`config.mk`:
```
export PLATFORM = sky130hd
export DESIGN_NAME = lsu_req_arb
export DESIGN_NICKNAME = d
export VERILOG_FILES = /design/src/rtl/lsu_req_arb.sv
export SDC_FILE = /design/constraint.sdc
export NUM_CORES = 1
export LEC_CHECK = 0
export CAP_MARGIN = 25
export CORE_ASPECT_RATIO = 1.2
export CORE_MARGIN = 4
export CORE_UTILIZATION = 33
export DETAILED_ROUTE_END_ITERATION = 8
export PLACE_DENSITY = 0.9
export SLEW_MARGIN = 30
export SYNTH_ARGS = -nofsm -noshare
export SYNTH_HDL_FRONTEND = slang
export SYNTH_SLANG_ARGS = --single-unit
```
`constraint.sdc`:
```
create_clock -name clk_i -period 3.5 [get_ports clk_i]
set_input_delay 0.7 -clock clk_i [delete_from_list [all_inputs] [get_ports clk_i]]
set_output_delay 0.7 -clock clk_i [all_outputs]
set_load 0.05 [all_outputs]
```
`src/rtl/lsu_req_arb.sv`:
```
// Shares one LSU request/done channel between NumReq requesters with round-robin
// arbitration: zero-latency grant from IDLE, then locked until done or owner flush.
module lsu_req_arb #(
    parameter int unsigned  NumReq     = 2,
    parameter bit           Prio0Fixed = 1'b0,
    parameter int unsigned  InfoW      = 64,
    localparam int unsigned IdW        = (NumReq > 1) ? $clog2(NumReq) : 1
) (
    input  logic                         clk_i,
    input  logic                         rst_i,
    input  logic [NumReq-1:0]            req_valid_i,
    input  logic [NumReq-1:0][InfoW-1:0] req_info_i,
    input  logic [NumReq-1:0]            flush_i,
    output logic [NumReq-1:0]            req_done_o,
    output logic                         lsu_req_o,
    output logic [InfoW-1:0]             lsu_req_info_o,
    input  logic                         lsu_req_done_i,
    output logic [IdW-1:0]               gnt_id_o
);

    localparam logic [InfoW-1:0] NULL_LSU_REQ_INFO = '0;
    localparam logic [IdW-1:0]   LAST_ID           = IdW'(NumReq - 1);
    localparam logic [IdW:0]     NUM_REQ_W         = (IdW + 1)'(NumReq);

    typedef enum logic {
        IDLE,
        BUSY
    } state_e;

    state_e            state_q;
    logic [IdW-1:0]    rr_ptr_q;
    logic [IdW-1:0]    owner_q;

    logic [NumReq-1:0] elig;
    logic              any_elig;
    logic [IdW-1:0]    winner;
    logic [IdW:0]      scan;
    logic              found;

    // Compare-and-wrap so unused pointer codes can never be reached.
    function automatic logic [IdW-1:0] next_id(input logic [IdW-1:0] id);
        return (id == LAST_ID) ? '0 : id + IdW'(1);
    endfunction

    assign elig     = req_valid_i & ~flush_i;
    assign any_elig = |elig;

    always_comb begin
        winner = rr_ptr_q;
        found  = 1'b0;
        scan   = '0;
        for (int unsigned k = 0; k < NumReq; k++) begin
            scan = {1'b0, rr_ptr_q} + (IdW + 1)'(k);
            if (scan >= NUM_REQ_W) begin
                scan = scan - NUM_REQ_W;
            end
            if (!found && elig[scan[IdW-1:0]]) begin
                winner = scan[IdW-1:0];
                found  = 1'b1;
            end
        end
        if (Prio0Fixed && elig[0]) begin
            winner = '0;
        end
    end

    always_ff @(posedge clk_i or posedge rst_i) begin
        if (rst_i) begin
            state_q  <= IDLE;
            rr_ptr_q <= '0;
            owner_q  <= '0;
        end else begin
            case (state_q)
                IDLE: begin
                    if (any_elig) begin
                        if (lsu_req_done_i) begin
                            rr_ptr_q <= next_id(winner);
                        end else begin
                            owner_q <= winner;
                            state_q <= BUSY;
                        end
                    end
                end
                BUSY: begin
                    if (flush_i[owner_q] || lsu_req_done_i) begin
                        rr_ptr_q <= next_id(owner_q);
                        state_q  <= IDLE;
                    end
                end
                default: state_q <= IDLE;
            endcase
        end
    end

    // Outputs are combinational so the IDLE grant costs no cycle; reset forces them quiet.
    always_comb begin
        lsu_req_o      = 1'b0;
        lsu_req_info_o = NULL_LSU_REQ_INFO;
        gnt_id_o       = '0;
        req_done_o     = '0;
        if (!rst_i) begin
            case (state_q)
                IDLE: begin
                    gnt_id_o = rr_ptr_q;
                    if (any_elig) begin
                        lsu_req_o      = 1'b1;
                        lsu_req_info_o = req_info_i[winner];
                        gnt_id_o       = winner;
                        if (lsu_req_done_i) begin
                            req_done_o[winner] = 1'b1;
                        end
                    end
                end
                BUSY: begin
                    gnt_id_o       = owner_q;
                    lsu_req_info_o = req_info_i[owner_q];
                    if (!flush_i[owner_q]) begin
                        lsu_req_o = 1'b1;
                        if (lsu_req_done_i) begin
                            req_done_o[owner_q] = 1'b1;
                        end
                    end
                end
                default: ;
            endcase
        end
    end

    a_owner_holds_valid: assert property (@(posedge clk_i) disable iff (rst_i)
        (state_q == BUSY && !flush_i[owner_q]) |-> req_valid_i[owner_q]);

    a_done_onehot: assert property (@(posedge clk_i) disable iff (rst_i)
        $onehot0(req_done_o));

endmodule

```
# Word-level counts from Yosys, hierarchy flattened
# Index checks and enable logic that the tools add are counted.
# W data, S select, Z words.
# classes
addsub,5
n_eq_ne,3
reduce_logical,8
order_cmp,8
n_mux,45
bitwise_logic,4
# ops
cell,count
$mux W64,6
$pmux W64 S2,1
$mux W1,26
$mux W2,5
$lt A1 B2 Y1 const B,4
$pmux W1 S2,4
$reduce_and A3 Y1,2
$ne A2 B2 Y1 const B,2
$pmux W2 S2,1
$logic_and A1 B1 Y1,3
$add A1 B1 Y1 const B,2
$add A1 B1 Y2 const B,1
$and A2 B2 Y2,1
$demux W1 S1,2
$ge A1 B1 Y1 const B,2
$ge A1 B2 Y1 const B,1
$ge A2 B2 Y1 const B,1
$ne A2 B1 Y1 const B,1
$not A1 Y1,2
$not A2 Y2,1
$reduce_or A2 Y1,1
$sub A1 B1 Y1 const B,2
$logic_not A1 Y1,1
$logic_or A1 B1 Y1,1
# word_totals
regBits,3
wordCells,76
in_bits,135

# Logic depth before layout (Yosys ltp)
# Gate-level depths: netlist of the first run.
# logic_depth
depth_word,16
ltp_mapped,7
ltp_nobuf,4

# Worst setup path after synthesis of the first run
# OpenSTA, ideal clock, no wires.
# synth_timing
kind,in2out
start,input flush_i[0]
end,output lsu_req_info_o[10]
setup_slack_ps,273
path_buffers,3
stages,7
t_arrival_ps,2527
path_cell_list,nand2b_2 > a21oi_1 > buf_2 > buf_2 > buf_2 > nand2_1 > a31oi_1
# synth_via
elab_chain_cells,13
word_cells_on_any_way,17
# synth_lines
element,line_no,source
start: declaration,13,"input logic [NumReq-1:0] flush_i,"
$not A2 Y2 *,45,assign elig = req_valid_i & ~flush_i;
$and A2 B2 Y2 *,45,
$mux W1 (not written as such) (2 in a row),57,if (!found && elig[scan[IdW-1:0]]) begin
$mux W1,57,
$logic_not A1 Y1,57,
$logic_and A1 B1 Y1,57,
$mux W1,57,
$mux W64 (not written as such) (2 in a row),107,lsu_req_info_o = req_info_i[winner];
$mux W64 *,105,if (any_elig) begin
$pmux W64 S2 *,102,case (state_q)
$mux W64 *,101,if (!rst_i) begin
end: declaration,16,"output logic [InfoW-1:0] lsu_req_info_o,"
# Every way passes the cells marked *; elsewhere a longest branch is shown, timed or not. The select of a mux whose other input is x is not followed.

# Worst setup path after layout of the first run
# layout_timing
start,input req_valid_i[1]
end,output lsu_req_info_o[16]
# layout_via
elab_chain_cells,12
word_cells_on_any_way,16
# layout_lines
element,line_no,source
start: declaration,11,"input logic [NumReq-1:0] req_valid_i,"
$and A2 B2 Y2 *,45,
$mux W1 (not written as such) (2 in a row),57,
$mux W1,57,
$logic_not A1 Y1,57,
$logic_and A1 B1 Y1,57,
$mux W1,57,
$mux W64 (not written as such) (2 in a row),107,
$mux W64 *,105,
$pmux W64 S2 *,102,
$mux W64 *,101,
# Marked as above.

==> impl_metrics.env, run 1 <==
export IMPL_outcome="finished clean"
export IMPL_worst_slack_ns=0.159
export IMPL_ant_nets=0
export IMPL_min_period_over_period=0.954
export IMPL_worstHoldPathType="flip-flop to flip-flop"
export IMPL_viasPerCell=5.77
export IMPL_yosys_top_cells_count="nand2_1 (65), a2bb2oi_1 (37), and2_1 (28), and3_1 (28)"
export IMPL_finalCriticalPeriod_ns=3.34
export IMPL_yosys_area_top_type="a2bb2oi_1"
export IMPL_postRouteWirelength_um=10700
export IMPL_rows=31
export IMPL_postCtsHoldBufs=0
export IMPL_cp_required_ns=2.80
export IMPL_setup_tns_ns=0
export IMPL_yosysTopAreaCellShare=0.157
export IMPL_cts_resized=0
export IMPL_p_int_uw=743
export IMPL_antenna_cells=0
export IMPL_hold_violations=0
export IMPL_dp_slack_ns=0.173
export IMPL_grt_pass1_wl_um=16200
export IMPL_synth_area_per_cell_sq_um=6.57
export IMPL_antenna_found_initial=0
export IMPL_ir_drop_uv=311
export IMPL_grt_max_degree=57
export IMPL_ys_async_sr_fraction=1.00
export IMPL_seqPwrFrac=0.046
export IMPL_slew_headroom=0.495
export IMPL_rsz0062_at_grt="false"
export IMPL_cts_num_sinks=3
export IMPL_gp_congestion=0.899
export IMPL_grt_overflow=0
export IMPL_synth_top_flop_cell="dfrtp_1"
export IMPL_p_per_area_nw_per_um2=339
export IMPL_start_util=0.341
export IMPL_worst_setup_path_end_kind="output pin"
export IMPL_slew_violations=0
export IMPL_cts_made_buffers=3
export IMPL_grt_pass1_vias=3240
export IMPL_postCtsSetupRepairBufs=0
export IMPL_insertion_delay_ns=0.21
export IMPL_clk_pin_slew_worst_paths_ns=0.03
export IMPL_ys_top_cells_by_area="a2bb2oi_1 (16%), or4b_1 (13%), nand2_1 (12%), a221oi_1 (11%), and2_1 (8.5%)"
export IMPL_cts_root_buf="clkbuf_8"
export IMPL_timing_critical_path_fanout_max=56
export IMPL_path_cells="clkdlybuf4s50_1 -> nor2b_4 -> a21oi_4 -> buf_12 -> or4b_1 -> a31oi_1 -> buf_4"
export IMPL_area_growth_pct=121
export IMPL_p_sw_uw=801
export IMPL_dp_hpwl_um=8570
export IMPL_drtIter0Drc=162
export IMPL_netlist_area_sq_um=2060
export IMPL_combPwrFrac=0.890
export IMPL_die_x_um=80.2
export IMPL_port_buffers=202
export IMPL_yosysWarnings=0
export IMPL_synth_most_common_cell="nand2_1"
export IMPL_drtPass1Iterations=4
export IMPL_drv_cap=0
export IMPL_num_vias=3305
export IMPL_die_area_sq_um=7590
export IMPL_cts_tree="built"
export IMPL_hold_path_depth=1
export IMPL_p_sw_frac=0.519
export IMPL_synth_seq_cells=3
export IMPL_synth_seq_area_share=0.0364
export IMPL_coreArea_sq_um=6050
export IMPL_synth_cells=314
export IMPL_syn_num_nets=449
export IMPL_crit_type="input pin to output pin"
export IMPL_setup_viol=0
export IMPL_drive_above_1_share=0.187
export IMPL_yosysUniqueCellTypes=34
export IMPL_die_y_um=94.6
export IMPL_slowest_delay_ns=0.51
export IMPL_hold_end="owner_q"
export IMPL_power_leakage_uw=0.00183
export IMPL_crit_buf_inv=3
export IMPL_wl_per_cell_um=18.7
export IMPL_tightest_slew_ns=0.758
export IMPL_fin_nets=627
export IMPL_p_clk_frac=0.064
export IMPL_r2r_start="state_q"
export IMPL_drcViolationCount=0
export IMPL_cp_top_family="buffers and inverters"
export IMPL_io_pins=203
export IMPL_min_delay_start="owner_q"
export IMPL_worstReg2RegEnd="rr_ptr_q"
export IMPL_r2r_cells=4
export IMPL_crit_path_top_delay_cell="clkdlybuf4s50_1"
export IMPL_r2r_slack_ns=1.75
export IMPL_htree_levels=1
export IMPL_clock_fmax_ghz=0.299
export IMPL_max_clock_path_buffers=2
export IMPL_track_usage=0.266
export IMPL_startpoint_type="input pin"
export IMPL_synth_edf_count=0
export IMPL_clock_skew_ns=0.000650
export IMPL_cp_data_arrival_time_ns=2.64
[per-layer routing]
| metal | track usage | routed length [um] | vias to the layer above |
|---|---|---|---|
| li1 | - | - | 1594 |
| met1 | 0.297 | 4070 | 1559 |
| met2 | 0.504 | 5710 | 132 |
| met3 | 0.0496 | 656 | 20 |
| met4 | 0.0718 | 288 | 0 |
| met5 | 0 | 0 | - |
[power by group through the flow]
stage	Clock [uW]	Combinational, uW	Sequential (uW)
2_1_floorplan	0	808	51.2
3_3_place_gp	0	1350	68.8
3_5_place_dp	0	1380	69.5
4_1_cts	101	1380	69.2
5_1_grt	103	1450	72.3
6_report	99.2	1380	70.3
[kinds of logic after synthesis]
| family | synth area share |
|---|---|
| AO/OA/AOI/OAI | 0.399 |
| buffers and inverters | 0.0939 |
| flip-flops | 0.0364 |
| multiplexers | 0.0103 |
| AND/OR/NAND/NOR | 0.461 |
[cell type report]
| type | instances | area, sq um |
|---|---|---|
| tap | 82 | 103 |
| sequential | 3 | 75.1 |
| multi-input combinational | 268 | 1820 |
| fill | 448 | 1500 |
| clock buffer | 4 | 45.0 |
| inverter | 2 | 7.51 |
| timing repair buffer | 214 | 2500 |
[sequential cells by signal (all words and copies together) (netlist names)]
register  count
rr_ptr_q      1
state_q       1
owner_q       1
[worst reg2reg max path, cell delays in order (launching register included)]
cell and delay, ns:
dfrtp_1 0.82, inv_2 0.16, and3_1 0.21, o21bai_1 0.17, mux2_2 0.27
[worst max path at each step]
stage | startpoint | to | cells past startpoint
6_report | req_valid_i[1] | lsu_req_info_o[16] | 7
5_1_grt | req_valid_i[1] | lsu_req_info_o[9] | 7
4_1_cts | req_valid_i[1] | lsu_req_info_o[16] | 7
3_5_place_dp | req_valid_i[1] | lsu_req_info_o[16] | 7
3_3_place_gp | req_valid_i[1] | lsu_req_info_o[13] | 7
2_1_floorplan | flush_i[0] | lsu_req_info_o[10] | 7
[metrics by stage]
| stage | total power [uW] | cells | utilization | hold WS, ns | area, sq um |
|---|---|---|---|---|---|
| floorplan | 859 | 314 | - | 0.469 | 2060 |
| global placement | 1420 | 569 | 0.745 | 0.624 | 4510 |
| detailed placement | 1450 | 569 | 0.745 | 0.639 | 4510 |
| CTS | 1550 | 573 | 0.752 | 0.655 | 4550 |
| global route | 1620 | 573 | 0.752 | 0.696 | 4550 |
| finish | 1540 | 573 | 0.752 | 0.662 | 4550 |
[cell usage in the layout (no fill, tap or decap), types with 2 or more instances in the layout]
cell,instances
buf_4,35
or4b_1,27
a31oi_1,27
and2_1,28
nor3_1,5
a221oi_1,27
dfrtp_1,3
a2bb2oi_1,37
clkdlybuf4s50_1,134
and3_1,28
clkbuf_8,3
nand2_1,65
nor2_1,4
o21ai_2,2
a21oi_1,2
buf_12,45
(Power assumes the default switching activity.)
==> run 2: changes to the inputs <==
==> constraint.sdc (replaced) <==
create_clock -name clk_i -period 3.5 [get_ports clk_i]
set_input_delay 0.875 -clock clk_i [delete_from_list [all_inputs] [get_ports clk_i]]
set_output_delay 0.875 -clock clk_i [all_outputs]
set_load 0.05 [all_outputs]
==> run 2 against run 1 <==
Compared with the run above: hold slack better by 0.0025 ns; combinational power up 19%; utilization up 8.7 points; clock power up 5%; setup slack worse by 0.065 ns; final cell count up 2.8%; clock-buffer cell count unchanged; cell area up 12%; via count up 6.9%; clock skew up 0.0025 ns; total power up 17%.
==> impl_metrics.env, run 2 (synthesis gave the netlist of run 1 again) <==
export IMPL_slew_headroom=0.738
export IMPL_finalCriticalPeriod_ns=3.41
export IMPL_rsz0062_at_grt="false"
export IMPL_area_growth_pct=146
export IMPL_cts_made_buffers=3
export IMPL_hold_violations=0
export IMPL_worstReg2RegEnd="rr_ptr_q"
export IMPL_track_usage=0.303
export IMPL_power_leakage_uw=0.00199
export IMPL_p_per_area_nw_per_um2=357
export IMPL_ir_drop_uv=257
export IMPL_die_y_um=94.6
export IMPL_cp_data_arrival_time_ns=2.53
export IMPL_outcome="finished clean"
export IMPL_top_regs="owner_q x1, rr_ptr_q x1, state_q x1"
export IMPL_startpoint_type="input pin"
export IMPL_start_util=0.341
export IMPL_postCtsHoldBufs=0
export IMPL_max_clock_path_buffers=2
export IMPL_grt_max_degree=57
export IMPL_clock_skew_ns=0.00311
export IMPL_cts_tree="built"
export IMPL_tightest_slew_ns=0.393
export IMPL_crit_type="input pin to output pin"
export IMPL_htree_levels=1
export IMPL_grt_pass1_wl_um=18100
export IMPL_wl_per_cell_um=20.4
export IMPL_setup_tns_ns=0
export IMPL_antenna_found_initial=0
export IMPL_layout_common_cells="clkdlybuf4s50_1 (130), nand2_1 (65), buf_12 (48)"
export IMPL_worst_setup_path_end_kind="output pin"
export IMPL_setup_viol=0
export IMPL_io_pins=203
export IMPL_startpoint="flush_i[0]"
export IMPL_cp_required_ns=2.62
export IMPL_endpoint="lsu_req_info_o[6]"
export IMPL_postRouteWirelength_um=12000
export IMPL_cts_num_sinks=3
export IMPL_gp_congestion=0.907
export IMPL_timing_critical_path_fanout_max=11
export IMPL_cts_root_buf="clkbuf_8"
export IMPL_worstHoldPathType="flip-flop to flip-flop"
export IMPL_utilization=0.840
export IMPL_die_area_sq_um=7590
export IMPL_rows=31
export IMPL_insertion_delay_ns=0.22
export IMPL_drive_above_1_share=0.314
export IMPL_holdWs_ns=0.665
export IMPL_slew_violations=0
export IMPL_clock_fmax_ghz=0.294
export IMPL_fin_nets=643
export IMPL_min_delay_start="owner_q"
export IMPL_drtIter0Drc=215
export IMPL_nFillCells=337
export IMPL_drv_cap=0
export IMPL_coreArea_sq_um=6050
export IMPL_min_period_over_period=0.973
export IMPL_antenna_cells=0
export IMPL_num_vias=3533
export IMPL_final_common_cell="clkdlybuf4s50_1"
export IMPL_drtPass1Iterations=4
export IMPL_r2r_cells=6
export IMPL_viasPerCell=6.00
export IMPL_dp_hpwl_um=8440
export IMPL_grt_overflow=0
export IMPL_port_buffers=202
export IMPL_ant_nets=0
export IMPL_die_x_um=80.2
export IMPL_clk_pin_slew_worst_paths_ns=0.03
export IMPL_r2r_slack_ns=1.75
export IMPL_grt_pass1_vias=3609
export IMPL_r2r_start="rr_ptr_q"
export IMPL_drcViolationCount=0
[run 2: report_power, final]
part / internal (uW) / leakage, uW / switching, uW
registers: 44.8 / 0.0000360 / 22.2
clock network: 77.9 / 0.0000228 / 25.8
logic: 798 / 0.00193 / 845
[run 2: final cells by class]
cell class | count | area (sq um) | area share
clock buffers | 4 | 45.0 | 0.00887
inverters | 2 | 7.51 | 0.00148
multi-input cells | 268 | 2130 | 0.419
flip-flops and latches | 3 | 75.1 | 0.0148
well taps | 82 | 103 | 0.0202
repair buffers | 230 | 2720 | 0.535
[run 2: metrics by stage]
step | total power, uW | cells | setup WS, ns | instance area [sq um]
after floorplan | 884 | 314 | -0.0775 | 2150
after global placement | 1480 | 579 | -0.115 | 4700
after detailed placement | 1520 | 579 | -0.189 | 4700
after CTS | 1800 | 588 | 0.0239 | 5080
after global routing | 1900 | 589 | 0.000862 | 5080
final | 1810 | 589 | 0.0941 | 5080
[run 2: how the worst min path moves through the flow]
stage / to / slack [ns] / cells after the start
CTS: owner_q / 0.65 / 1
detailed placement: owner_q / 0.64 / 1
global route: owner_q / 0.69 / 1
floorplan: rr_ptr_q / 0.55 / 1
global placement: owner_q / 0.61 / 1
finish: owner_q / 0.66 / 1
[run 2: layer usage]
metal,share of wire,GRT usage,up-vias
met5,0,0,-
met4,0.039,0.114,0
met3,0.067,0.0515,34
met2,0.53,0.573,180
met1,0.36,0.330,1682
li1,-,-,1637
[run 2: worst max-delay path: stages]
cell           delay [ns]
dlygate4sd2_1        0.24
nand2b_4             0.18
a21oi_4              0.24
buf_4                0.15
buf_4                0.10
bufbuf_16            0.26
nand2_1              0.06
a31oi_1              0.19
buf_4                0.23
[run 2: repair_timing]
item | 4_1_cts | 5_1_grt
setup endpoints to repair | 64 | 7
buffers inserted | 2 | 1
resized for setup | 42 | 4
pin swaps | 3 | 2
cloned | 3 | 0
